[src/rtl/ttm_regbank_if.sv]
// ttm_regbank_if: strobe, bus and register-output signals between the decoder/ALU side and the TTM4 register bank
interface ttm_regbank_if #(
  parameter int DW = 4,
  parameter int NJ = 2,
  parameter int NO = 2,
  parameter int NI = 2
);
  logic [DW-1:0]    storebus;
  logic [NJ-1:0]    njr_st;
  logic [NO-1:0]    nor_st;
  logic [NJ-1:0]    njr_out;
  logic [NI-1:0]    nir_out;
  logic             npc_ld;
  logic             npc_inc;
  logic [DW*NI-1:0] ir;
  logic [DW-1:0]    loadbus;
  logic             loadbus_oe;
  logic             bus_err;
  logic [DW*NJ-1:0] pa;
  logic             pc_co;
  logic [DW*NO-1:0] oreg;
  modport master (
    output storebus, njr_st, nor_st, njr_out, nir_out, npc_ld, npc_inc, ir,
    input  loadbus, loadbus_oe, bus_err, pa, pc_co, oreg
  );
  modport slave (
    input  storebus, njr_st, nor_st, njr_out, nir_out, npc_ld, npc_inc, ir,
    output loadbus, loadbus_oe, bus_err, pa, pc_co, oreg
  );
endinterface

[src/rtl/ttm_regbank.sv]
// ttm_regbank: nibble-sliced JR/OR/IR registers, 74HC161-style PC and a single muxed LOADBUS with sticky contention flag
module ttm_regbank #(
  parameter int DW = 4,
  parameter int NJ = 2,
  parameter int NO = 2,
  parameter int NI = 2
) (
  input logic clk,
  input logic rst_n,
  ttm_regbank_if.slave bus
);
  localparam int PW = DW * NJ;
  localparam int SW = NJ + NI;
  logic [NJ-1:0][DW-1:0] jr;
  logic [NO-1:0][DW-1:0] oreg;
  logic [PW-1:0]         pc;
  logic [DW*NI-1:0]      ir_s1, ir_s2;
  logic                  bus_err;
  logic [SW-1:0]         sel;
  logic                  one_hot;
  logic [DW-1:0]         mux;
  always_ff @(posedge clk or negedge rst_n) begin
    if (!rst_n) begin
      jr      <= '0;
      oreg    <= '0;
      pc      <= '0;
      ir_s1   <= '0;
      ir_s2   <= '0;
      bus_err <= 1'b0;
    end else begin
      for (int j = 0; j < NJ; j++) if (!bus.njr_st[j]) jr[j] <= bus.storebus;
      for (int o = 0; o < NO; o++) if (!bus.nor_st[o]) oreg[o] <= bus.storebus;
      ir_s1 <= bus.ir;
      ir_s2 <= ir_s1;
      pc    <= !bus.npc_ld ? jr : !bus.npc_inc ? pc + PW'(1) : pc;
      if (|sel && !one_hot) bus_err <= 1'b1;
    end
  end
  // JR selects occupy the low bits of sel, IR selects the high bits
  always_comb begin
    sel     = ~{bus.nir_out, bus.njr_out};
    one_hot = (sel != '0) && ((sel & (sel - SW'(1))) == '0);
    mux     = '0;
    for (int j = 0; j < NJ; j++) mux = mux | (sel[j] ? jr[j] : '0);
    for (int i = 0; i < NI; i++) mux = mux | (sel[NJ+i] ? ir_s2[i*DW +: DW] : '0);
  end
  assign bus.loadbus    = one_hot ? mux : '0;
  assign bus.loadbus_oe = one_hot;
  assign bus.bus_err    = bus_err;
  assign bus.pa         = pc;
  assign bus.pc_co      = &pc && !bus.npc_inc && bus.npc_ld;
  assign bus.oreg       = oreg;
endmodule

[src/flat_wrapper.sv]
// flat-port wrapper written by rule: the top's interface ports become plain ports
module ttm_regbank_flat 
#(
  parameter int DW = 4,
  parameter int NJ = 2,
  parameter int NO = 2,
  parameter int NI = 2
)
  (clk, rst_n, bus_storebus, bus_njr_st, bus_nor_st, bus_njr_out, bus_nir_out, bus_npc_ld, bus_npc_inc, bus_ir, bus_loadbus, bus_loadbus_oe, bus_bus_err, bus_pa, bus_pc_co, bus_oreg);
  ttm_regbank_if #(.DW(DW), .NJ(NJ), .NO(NO), .NI(NI)) bus_i ();
  input logic clk;
  input logic rst_n;
  input wire logic [$bits(bus_i.storebus)-1:0] bus_storebus;
  input wire logic [$bits(bus_i.njr_st)-1:0] bus_njr_st;
  input wire logic [$bits(bus_i.nor_st)-1:0] bus_nor_st;
  input wire logic [$bits(bus_i.njr_out)-1:0] bus_njr_out;
  input wire logic [$bits(bus_i.nir_out)-1:0] bus_nir_out;
  input wire logic [$bits(bus_i.npc_ld)-1:0] bus_npc_ld;
  input wire logic [$bits(bus_i.npc_inc)-1:0] bus_npc_inc;
  input wire logic [$bits(bus_i.ir)-1:0] bus_ir;
  output wire logic [$bits(bus_i.loadbus)-1:0] bus_loadbus;
  output wire logic [$bits(bus_i.loadbus_oe)-1:0] bus_loadbus_oe;
  output wire logic [$bits(bus_i.bus_err)-1:0] bus_bus_err;
  output wire logic [$bits(bus_i.pa)-1:0] bus_pa;
  output wire logic [$bits(bus_i.pc_co)-1:0] bus_pc_co;
  output wire logic [$bits(bus_i.oreg)-1:0] bus_oreg;
  assign bus_i.storebus = bus_storebus;
  assign bus_i.njr_st = bus_njr_st;
  assign bus_i.nor_st = bus_nor_st;
  assign bus_i.njr_out = bus_njr_out;
  assign bus_i.nir_out = bus_nir_out;
  assign bus_i.npc_ld = bus_npc_ld;
  assign bus_i.npc_inc = bus_npc_inc;
  assign bus_i.ir = bus_ir;
  assign bus_loadbus = bus_i.loadbus;
  assign bus_loadbus_oe = bus_i.loadbus_oe;
  assign bus_bus_err = bus_i.bus_err;
  assign bus_pa = bus_i.pa;
  assign bus_pc_co = bus_i.pc_co;
  assign bus_oreg = bus_i.oreg;
  ttm_regbank #(.DW(DW), .NJ(NJ), .NO(NO), .NI(NI)) u_core (.clk(clk), .rst_n(rst_n), .bus(bus_i));
endmodule
[config.mk]
export PLATFORM = sky130hd
export DESIGN_NAME = ttm_regbank_flat
export DESIGN_NICKNAME = d
export VERILOG_FILES = /design/src/rtl/ttm_regbank_if.sv /design/src/rtl/ttm_regbank.sv /design/src/flat_wrapper.sv
export SDC_FILE = /design/constraint.sdc
export NUM_CORES = 1
export LEC_CHECK = 0
export BUFFER_PORTS_ARGS = -buffer_cell sky130_fd_sc_hd__buf_2
export CAP_MARGIN = 20
export CORE_ASPECT_RATIO = 1.1
export CORE_UTILIZATION = 40
export DETAILED_ROUTE_END_ITERATION = 10
export PLACE_DENSITY_LB_ADDON = 0.12
export SETUP_SLACK_MARGIN = 0.02
export SYNTH_ARGS = -nofsm -noshare
export SYNTH_HDL_FRONTEND = slang
export SYNTH_SLANG_ARGS = --single-unit
export TNS_END_PERCENT = 100
[constraint.sdc]
create_clock -name clk -period 3.5 [get_ports clk]
set_input_delay 0.7 -clock clk [delete_from_list [all_inputs] [get_ports clk]]
set_output_delay 0.7 -clock clk [all_outputs]
set_load 0.005 [all_outputs]
Word level (Yosys, flattened, before mapping) --
Cells that the tools add are included.
Storage, ports and cells: register bits after elaboration 41, bits of input ports 24, logic and storage cells 33
Cells by class: add/sub/neg operators 2, equality and inequality tests 1, mux-type cells 7, bitwise operators 5, reductions and logical operators 10
Operators with widths (number):
- $mux W4 | 5
- $mux W8 | 2
- $or A4 B4 Y4 | 3
- $add A8 B1 Y8 const B | 1
- $reduce_and A8 Y1 | 1
- $and A4 B4 Y4 | 1
- $logic_and A1 B1 Y1 | 4
- $logic_not A4 Y1 | 1
- $not A4 Y4 | 1
- $reduce_bool A4 Y1 | 1
- $reduce_or A4 Y1 | 1
- $sub A4 B1 Y4 const B | 1
- $logic_not A1 Y1 | 2
- $ne A2 B2 Y1 const B | 1

Longest topological paths before layout --
Gate-level depths: netlist (run 1).
depth after elaboration 7, mapped depth 4

Worst setup path before layout (run 1) --
No wires, ideal clock.
path kind input to output, start in bus_nir_out[0], end out bus_loadbus[0], arrival time 1.259 ns, path slack 1.541 ns, cell stages on the path 3, cells stage by stage xor2_1 a211oi_2 a211oi_1
Between the ends: cells in the longest elaborated chain, start to end 6, elaborated cells on any way between the ends 10
Ends and longest elaborated chain:
- start: declaration | RTL line flat_wrapper.sv:17 | input wire logic [$bits(bus_i.nir_out)-1:0] bus_nir_out;
- $not A4 Y4 * | RTL line ttm_regbank.sv:41 | sel = ~{bus.nir_out, bus.njr_out};
- $sub A4 B1 Y4 | RTL line ttm_regbank.sv:42 | one_hot = (sel != '0) && ((sel & (sel - SW'(1))) == '0);
- $and A4 B4 Y4 | RTL line ttm_regbank.sv:42
- $logic_not A4 Y1 | RTL line ttm_regbank.sv:42
- $logic_and A1 B1 Y1 | RTL line ttm_regbank.sv:42
- $mux W4 * | RTL line ttm_regbank.sv:47 | assign bus.loadbus = one_hot ? mux : '0;
- end: declaration | RTL line flat_wrapper.sv:21 | output wire logic [$bits(bus_i.loadbus)-1:0] bus_loadbus;
Every way passes the cells marked *; elsewhere a longest branch is shown, timed or not.

Worst setup path in the final report (run 1) --
start in bus_njr_out[1], end out bus_loadbus[1]
Between the ends: cells in the longest elaborated chain, start to end 6, elaborated cells on any way between the ends 11
Ends and longest elaborated chain:
- start: declaration | RTL line flat_wrapper.sv:16 | input wire logic [$bits(bus_i.njr_out)-1:0] bus_njr_out;
- $not A4 Y4 * | RTL line ttm_regbank.sv:41
- $sub A4 B1 Y4 or $mux W4 (tied branches) | RTL line ttm_regbank.sv:42, ttm_regbank.sv:44
- $and A4 B4 Y4 or $or A4 B4 Y4 (tied branches) | RTL line ttm_regbank.sv:42, ttm_regbank.sv:44
- $logic_not A4 Y1 or $or A4 B4 Y4 (tied branches) | RTL line ttm_regbank.sv:42, ttm_regbank.sv:45
- $logic_and A1 B1 Y1 or $or A4 B4 Y4 (tied branches) | RTL line ttm_regbank.sv:42, ttm_regbank.sv:45
- $mux W4 * | RTL line ttm_regbank.sv:47
Marks and branches as above.

==> results.toml, run 1 <==
[drt]
wirelength_met1_mm = 1.41
top_layer_used = "met4"
wl_met3_um = 129
wl_per_cell_um = 14.4
dr.pass1.iters = 4
dr_wl_met2_mm = 1.62
ant_nets = 0
vias = 1122
vias_per_cell = 5.08
drc = 0
drt-initial-drc-count = 53
drt-total-wl_mm = 3.18

[cts]
hold_buffers = 0
cts-root-buf = "clkbuf_8"
h-tree-depth = 2
clkLatencyLatePin_ns = 0.28
post_cts_buffers = 0
cts.sinks = 41
numCtsBuffers = 5
cts_max_path_buffers = 2
cts_tree = "yes"
post_cts_resized = 0
cts.reportedPaths.clkPinSlew_ns = 0.08

[layout]
most-common-layout-cells = "buf_2 (46), dfrtp_1 (41), mux2_2 (17)"
area.growth.synth_to_final_pct = 22.8
finalNonFillerCells = 221
final_common_cell = "buf_2"
drive_above_1_share = 0.433
fin_nets = 195
n_antenna_cell = 0
post-route-util = 0.529

[worst_setup_path]
timing.critical_path.buf_inv = 2
critPathKind = "in2out"
r2r_end = "u_core.bus.pa[6]"
slowest_delay_ns = 0.35
slowest_stage = "a211oi_2"
required_ns = 2.80
path_depth = 5
critPathCapture = "bus_loadbus[1]"
cp-end-kind = "primary output"
worst_path_most_repeated_cell = "buf_2"
start_kind = "input port"
worstPathMaxFanout = 6
rr_worst_depth = 4
worstReg2RegStart = "u_core.bus.pa[0]"
arrival_ns = 1.62
crit_family = "compound AO/OA/AOI/OAI gates"
cp-startpoint = "bus_njr_out[1]"
cp_cell_sequence = "buf_2, and3b_1, a211oi_2, a211oi_1, buf_2"
r2r_slack_ns = 2.11

[synthesis]
synth_async_sr_flop_share = 1.00
synth.ff_latch_count = 41
synth_top_flop_cell = "dfrtp_1"
synth_nets = 144
ys_seq_area_frac = 0.632
syn-cell-area_mm2 = 0.00162
ys_warn_count = 0
synth_cell_type_count = 27
synth_edf_count = 0
synthCells = 119
avgSynthCellArea_um2 = 13.6

[power]
p_leak_nw = 0.918
power_density_mw_per_mm2 = 502
p_int_mw = 0.732
max-vdd-ir-drop_uv = 287
share_comb_of_total_power = 0.149
p_seq_frac = 0.554
switching_share = 0.269
clock_power_share = 0.297
p_switching_mw = 0.269

[grt]
grt_pass1_vias = 1113
grt_overflow_total = 0
track_usage = 0.163
antenna_found_initial = 0
grt_max_degree = 42
grt_first_pass_wirelength_mm = 5.18

[floorplanning]
die_y_um = 68.8
ioPinCount = 47
rows = 23
initial_core_util = 0.430
core_area_mm2 = 0.00377
die_x_um = 62.7
dieArea_mm2 = 0.00432

[sta]
rsz0062_at_grt = "false"
slew_headroom = 0.403
slew_viol_final = 0
tns_ns = 0
hold_ws_ns = 0.352
fin_crit_sh = 0.662
fmax_mhz = 431
setup_violations = 0
layout_min_cycle_time_ns = 2.32
finClkSkew_ns = 0.00778
hold_viol_final = 0
tightest_slew_ns = 0.895

[worst_hold_path]
hold_class = "reg2reg"

[placed_design]
dp_cells = 213
gp_congestion = 0.751
post-dp-hpwl_mm = 2.36
port-buffer-count = 46

[outcome]
status = "finished clean"

[run]
cap_viol_max_count = 0
## metal layers
metal  up-vias  track usage
met5         -            0
met4         0       0.0436
met3         2       0.0559
met2        31        0.283
met1       551        0.196
li1        538            -
## registers in the layout, summed over array words and instances (netlist names)
register,cells
u_core.ir_s1,8
u_core.bus.oreg,8
u_core.ir_s2,8
u_core.bus.pa,8
u_core.jr,8
u_core.bus.bus_err,1
## metrics by stage
stage,total power [mW],setup slack (ns),instance area (µm²)
6_report,1.00,1.18,1990
4_1_cts,1.02,1.18,1990
5_1_grt,1.06,1.07,1990
3_5_place_dp,0.717,1.19,1910
2_1_floorplan,0.637,1.54,1620
3_3_place_gp,0.709,1.22,1910
## power groups by stage
stage,clock (mW),combinational (mW),sequential (mW)
3_5_place_dp,0,0.152,0.565
3_3_place_gp,0,0.147,0.562
6_report,0.298,0.149,0.555
5_1_grt,0.329,0.168,0.562
2_1_floorplan,0,0.0779,0.559
4_1_cts,0.311,0.152,0.556
## area by class of cell
type	count	area (µm²)
Multi-Input combinational cell	72	573
Clock inverter	3	17.5
Sequential cell	41	1030
Timing Repair Buffer	46	230
Fill cell	367	1780
Inverter	4	15.0
Tap cell	50	62.6
Clock buffer	5	68.8
## cell usage after synthesis (2+ instances only)
cell	n	area (µm²)
a211oi_1	4	30.0
a21oi_1	4	20.0
a22oi_1	8	60.1
a31oi_1	4	25.0
dfrtp_1	41	1030
inv_1	4	15.0
mux2_2	17	191
nand2_1	3	11.3
nand3_1	2	10.0
nor2_1	8	30.0
o21ai_0	3	15.0
or3_1	3	18.8
xnor2_1	2	17.5
xor2_1	3	26.3
## worst min path at each step
stage	start	endpoint	slack, ns	cells after the start
3_3_place_gp	u_core.ir_s1[2]	u_core.ir_s2[2]	0.33	0
6_report	u_core.ir_s1[2]	u_core.ir_s2[2]	0.35	0
2_1_floorplan	u_core.ir_s1[0]	u_core.ir_s2[0]	0.33	0
3_5_place_dp	u_core.ir_s1[5]	u_core.ir_s2[5]	0.34	0
4_1_cts	u_core.ir_s1[5]	u_core.ir_s2[5]	0.36	0
5_1_grt	u_core.ir_s1[5]	u_core.ir_s2[5]	0.36	0
## cell families (layout without fill, tap and decap cells)
kind of cell,after synthesis,count (layout),share of synthesized area
XOR/XNOR,5,5,0.0270
flip-flops,41,41,0.632
multiplexers,18,18,0.124
buffers and inverters,6,58,0.0146
adder cells (fa/ha/maj),2,2,0.0139
AO/OA/AOI/OAI,25,25,0.105
AND/OR/NAND/NOR,22,22,0.0833
(Power assumes the default switching activity.)
==> inputs of run 2 (changes only) <==
--- a/config.mk
+++ b/config.mk
@@ -5,6 +5,7 @@
 export SDC_FILE = /design/constraint.sdc
 export NUM_CORES = 1
 export LEC_CHECK = 0
+export ABC_AREA = 1
 export BUFFER_PORTS_ARGS = -buffer_cell sky130_fd_sc_hd__buf_2
 export CAP_MARGIN = 20
 export CORE_ASPECT_RATIO = 1.1
==> constraint.sdc (replaced) <==
create_clock -name clk -period 1.9 [get_ports clk]
set_input_delay 0.38 -clock clk [delete_from_list [all_inputs] [get_ports clk]]
set_output_delay 0.38 -clock clk [all_outputs]
set_load 0.005 [all_outputs]
==> results.toml, run 2 <==
[synthesis]
synthAdderAreaFrac = 0.00751
synth_edf_count = 0
synth_top_flop_cell = "dfrtp_1"
ys_warn_count = 0
yosys.area_share.simple = 0.173
synth_nets = 201
avgSynthCellArea_um2 = 9.47
synth_common_cells = "nand2_1 (45), dfrtp_1 (41), inv_1 (23)"
synth_async_sr_flop_share = 1.00
synth_compound_area_frac = 0.129
yosys.cell_count.top_type = "nand2_1"
synth_area_leader_cell = "dfrtp_1"
synth.ff_latch_count = 41
synth_cell_type_count = 19
ys_seq_area_frac = 0.616
synthMuxAreaShare = 0
netlist_top_cells_area = "dfrtp_1 (62%), nand2_1 (10%), o21ai_0 (6.3%)"
syn-cell-area_mm2 = 0.00167
synthXorXnorAreaFrac = 0.0158
synthCells = 176
synth.top_cell.area_share = 0.616
synth_top_family_by_area = "simple AND/OR/NAND/NOR gates"

[floorplanning]
initial_core_util = 0.420
rows = 24
core_area_mm2 = 0.00396
die_x_um = 63.5
die_y_um = 69.7
ioPinCount = 47
dieArea_mm2 = 0.00443

[worst_setup_path]
timing.critical_path.buf_inv = 1
r2r_slack_ns = 0.72
slowest_delay_ns = 0.40
path_depth = 6
cp-end-kind = "primary output"
worstPathMaxFanout = 3
cp_cell_sequence = "ha_4, nand3_4, nor2_1, nand2_1, nor3_2, buf_2"
cp-startpoint = "u_core.bus.pa[1]"
slowest_stage = "dfrtp_1"
start_kind = "register"
r2r_end = "u_core.bus.pa[7]"
rr_worst_depth = 6
worstReg2RegStart = "u_core.bus.pa[0]"
critPathCapture = "bus_pc_co"
critPathKind = "reg2out"
crit_family = "flip-flops"
arrival_ns = 1.39
required_ns = 1.52

[sta]
finClkSkew_ns = 0.0126
rsz0062_at_grt = "false"
tns_ns = 0
slew_viol_final = 0
hold_viol_final = 0
fmax_mhz = 566
setup_ws_ns = 0.133
tightest_slew_ns = 0.515
slew_headroom = 0.657
setup_violations = 0
fin_crit_sh = 0.930
layout_min_cycle_time_ns = 1.77

[layout]
multi_input_area_um2 = 573
drive_above_1_share = 0.300
final_common_cell = "buf_2"
finalNonFillerCells = 285
area.growth.synth_to_final_pct = 28.9
fin_nets = 257
n_antenna_cell = 0
ff_latch_area_mm2 = 0.00103
fillers = 391
most-common-layout-cells = "buf_2 (46), nand2_1 (45), dfrtp_1 (41)"

[cts]
numCtsBuffers = 5
cts.sinks = 41
cts-root-buf = "clkbuf_8"
h-tree-depth = 2
cts.reportedPaths.clkPinSlew_ns = 0.08
clkLatencyLatePin_ns = 0.29
cts_max_path_buffers = 2
cts_tree = "yes"
hold_buffers = 0

[power]
p_leak_nw = 1.10
max-vdd-ir-drop_uv = 519
power_density_mw_per_mm2 = 970

[grt]
track_usage = 0.169
grt_max_degree = 42
antenna_found_initial = 0
grt_pass1_vias = 1306
grt_first_pass_wirelength_mm = 5.69
grt_overflow_total = 0

[worst_hold_path]
hold_class = "in2async"

[drt]
wl_per_cell_um = 11.2
vias = 1303
ant_nets = 0
dr.pass1.iters = 4
vias_per_cell = 4.57
drt-total-wl_mm = 3.20
drt-initial-drc-count = 46
drc = 0

[placed_design]
port-buffer-count = 46
dp_cells = 275
pre_cts_ws_ns = 0.288
post-dp-hpwl_mm = 2.37
gp_congestion = 0.790

[run]
cap_viol_max_count = 0

[outcome]
status = "finished clean"
[run 2: changes by cell type in the layout (fill, tap and decap cells not counted), moves of 4 or more]
cell      delta
o21ai_0     +18
o22ai_1      +6
inv_1       +19
nand2_1     +42
nand3_1      +7
a31oi_1      -4
a22oi_1      -8
mux2_2      -17
a211oi_1     -4
a21oi_1      -4
[run 2: report_power, final]
part	internal [mW]	leakage (nW)	switching, mW	total, mW
combinational	0.122	0.544	0.144	0.267
clock	0.522	0.0681	0.300	0.822
sequential	0.943	0.490	0.0540	0.997
[run 2: layout make-up]
cell class,count,share of cell area
well taps,52,0.0303
clock buffers,5,0.0320
inverters,26,0.0454
repair buffers,49,0.118
multi-input cells,109,0.267
clock inverters,3,0.0303
flip-flops and latches,41,0.478
[run 2: per-stage QoR]
step	power [mW]	hold slack [ns]	util	area, µm²
after global routing	2.19	0.171	0.542	2150
after global placement	1.26	0.333	0.497	1970
after floorplan	1.13	0.0844	-	1670
after detailed placement	1.26	0.335	0.497	1970
final	2.08	0.134	0.542	2150
after CTS	2.10	0.154	0.534	2120
[run 2: cell families after synthesis]
family,after synthesis
adder cells (fa/ha/maj),1
flip-flops,41
AO/OA/AOI/OAI,35
buffers and inverters,26
XOR/XNOR,3
AND/OR/NAND/NOR,70
[run 2: timing repair]
item / 4_1_cts / 5_1_grt
hold endpoints to repair: 0 / 0
setup endpoints to repair: 1 / 1
resized for setup: 0 / 5
buffers inserted: 2 / 0
pin swaps: 0 / 2
[run 2: worst reg2reg max path, cell delays in order (launching register included)]
cell and delay [ns]:
dfrtp_1 0.40, buf_4 0.15, nand3_1 0.13, nor2_2 0.18
nand3_1 0.08, nand3_1 0.09, nand2_1 0.05
[run 2: how the worst min path moves through the flow]
stage / from / end
finish: rst_n / u_core.ir_s2[3]
global route: rst_n / u_core.ir_s2[3]
CTS: rst_n / u_core.bus.pa[6]
detailed placement: u_core.ir_s1[1] / u_core.ir_s2[1]
global placement: u_core.ir_s1[0] / u_core.ir_s2[0]
floorplan: rst_n / u_core.bus.bus_err
[run 2: routing by layer]
layer  vias up  track usage  part of all wire
li1        675            -                 -
met1       596        0.192              0.43
met2        28        0.292              0.50
met3         4       0.0526             0.053
met4         0       0.0682             0.013
met5         -            0                 0
==> inputs of run 3 (changes only) <==
--- a/config.mk
+++ b/config.mk
@@ -9,8 +9,10 @@
 export BUFFER_PORTS_ARGS = -buffer_cell sky130_fd_sc_hd__buf_2
 export CAP_MARGIN = 20
 export CORE_ASPECT_RATIO = 1.1
+export CORE_MARGIN = 2
 export CORE_UTILIZATION = 40
 export DETAILED_ROUTE_END_ITERATION = 10
+export MAX_ROUTING_LAYER = met4
 export PLACE_DENSITY_LB_ADDON = 0.12
 export SETUP_SLACK_MARGIN = 0.02
 export SYNTH_ARGS = -nofsm -noshare
==> results.toml, run 3 (synthesis gave the netlist of run 2 again) <==
[outcome]
status = "finished clean"

[sta]
fin_crit_sh = 0.938
layout_min_cycle_time_ns = 1.78
fmax_mhz = 561
rsz0062_at_grt = "false"
slew_viol_final = 0
hold_viol_final = 0
finClkSkew_ns = 0.00274
slew_headroom = 0.852
tns_ns = 0
tightest_slew_ns = 0.221
setup_violations = 0

[worst_setup_path]
worstPathMaxFanout = 4
required_ns = 1.52
start_kind = "register"
rr_worst_depth = 6
arrival_ns = 1.40
critPathKind = "reg2out"
cp-end-kind = "primary output"

[grt]
grt_pass1_vias = 1326
gr-usage-met3 = 0.0424
antenna_found_initial = 0
met2_usage = 0.276
grtUsageMet1 = 0.209
grt_max_degree = 42
grt_overflow_total = 0
grt_first_pass_wirelength_mm = 5.82
track_usage = 0.169
top_usage_layer = "met2"

[layout]
fin_nets = 260
post-route-util = 0.546
n_antenna_cell = 0
most-common-layout-cells = "buf_2 (46), nand2_1 (45), dfrtp_1 (40)"
drive_above_1_share = 0.314
final_common_cell = "buf_2"
area.growth.synth_to_final_pct = 30.9
finalNonFillerCells = 288

[power]
p_leak_nw = 1.12
clock_power_share = 0.390
p_seq_frac = 0.479
p_switching_mw = 0.491
share_comb_of_total_power = 0.131
p_int_mw = 1.59
max-vdd-ir-drop_uv = 703
power_density_mw_per_mm2 = 955
switching_share = 0.236

[floorplanning]
dieArea_mm2 = 0.00470
core_area_mm2 = 0.00399
initial_core_util = 0.417
die_x_um = 65.5
ioPinCount = 47
die_y_um = 71.7
rows = 24

[run]
cap_viol_max_count = 0

[drt]
ant_nets = 0
vias_per_cell = 4.52
vias = 1303
drt-total-wl_mm = 3.25
wl_per_cell_um = 11.3
dr.pass1.iters = 4
drc = 0
drt-initial-drc-count = 72

[worst_hold_path]
hold_class = "in2async"

[cts]
cts.sinks = 41
cts_tree = "yes"
hold_buffers = 0
clkLatencyLatePin_ns = 0.28
cts_max_path_buffers = 2
cts-root-buf = "clkbuf_8"
h-tree-depth = 2
numCtsBuffers = 5
cts.reportedPaths.clkPinSlew_ns = 0.08

[placed_design]
post-dp-hpwl_mm = 2.42
dp_cells = 275
port-buffer-count = 46
gp_congestion = 0.771
## run 3: per-layer routing
metal	vias to the layer above	routed length, µm
met5	-	0
met4	0	51
met1	585	1480
met2	35	1550
met3	5	162
li1	678	-
## run 3: path summary, 6_finish.rpt
kind	end	start	slack (ns)
worst max-delay path	bus_pc_co	u_core.bus.pa[1]	0.12
worst min-delay path	u_core.ir_s2[3]	rst_n	0.05
worst max register to register	u_core.bus.pa[5]	u_core.bus.pa[0]	0.70
worst min register to register	u_core.ir_s2[5]	u_core.ir_s1[5]	0.35
max in group asynchronous	u_core.bus.pa[1]	rst_n	1.65
min in group clk	u_core.ir_s1[4]	bus_ir[4]	0.19
## run 3: critical path, cell delays in order, from the launching register on
cell and delay (ns):
dfrtp_2 0.41, ha_4 0.16, nand3_4 0.08, nor2_2 0.11, nand2_1 0.07, nor3_1 0.16, buf_2 0.13
## run 3: timing repair
item                                    CTS  global route
endpoints found under the setup margin    1             1
buffers inserted                          1             4
pin swaps                                 0             3
resized for setup                         0             6
hold endpoints to repair                  0             0
## run 3: stage by stage
step / area [µm²] / hold slack (ns) / setup WS [ns] / power [mW]
global placement: 1980 / 0.334 / 0.369 / 1.27
CTS: 2120 / 0.0569 / 0.0458 / 2.09
global route: 2180 / 0.0655 / 0.0243 / 2.20
finish: 2180 / 0.0470 / 0.118 / 2.08
detailed placement: 1980 / 0.335 / 0.333 / 1.27
floorplan: 1670 / 0.0844 / 0.469 / 1.13
## run 3: layout make-up
type / count / area [µm²]
sequential: 41 / 1030
tap: 52 / 65.1
inverter: 26 / 97.6
clock buffer: 5 / 68.8
multi-input combinational: 109 / 571
clock inverter: 3 / 65.1
timing repair buffer: 52 / 288
fill: 388 / 1810
## run 3: power by group through the flow
stage / Clock, mW / Combinational [mW] / Sequential, mW
floorplan: 0 / 0.121 / 1.01
global placement: 0 / 0.255 / 1.01
detailed placement: 0 / 0.256 / 1.01
CTS: 0.832 / 0.264 / 0.994
global route: 0.868 / 0.319 / 1.01
finish: 0.812 / 0.273 / 0.999
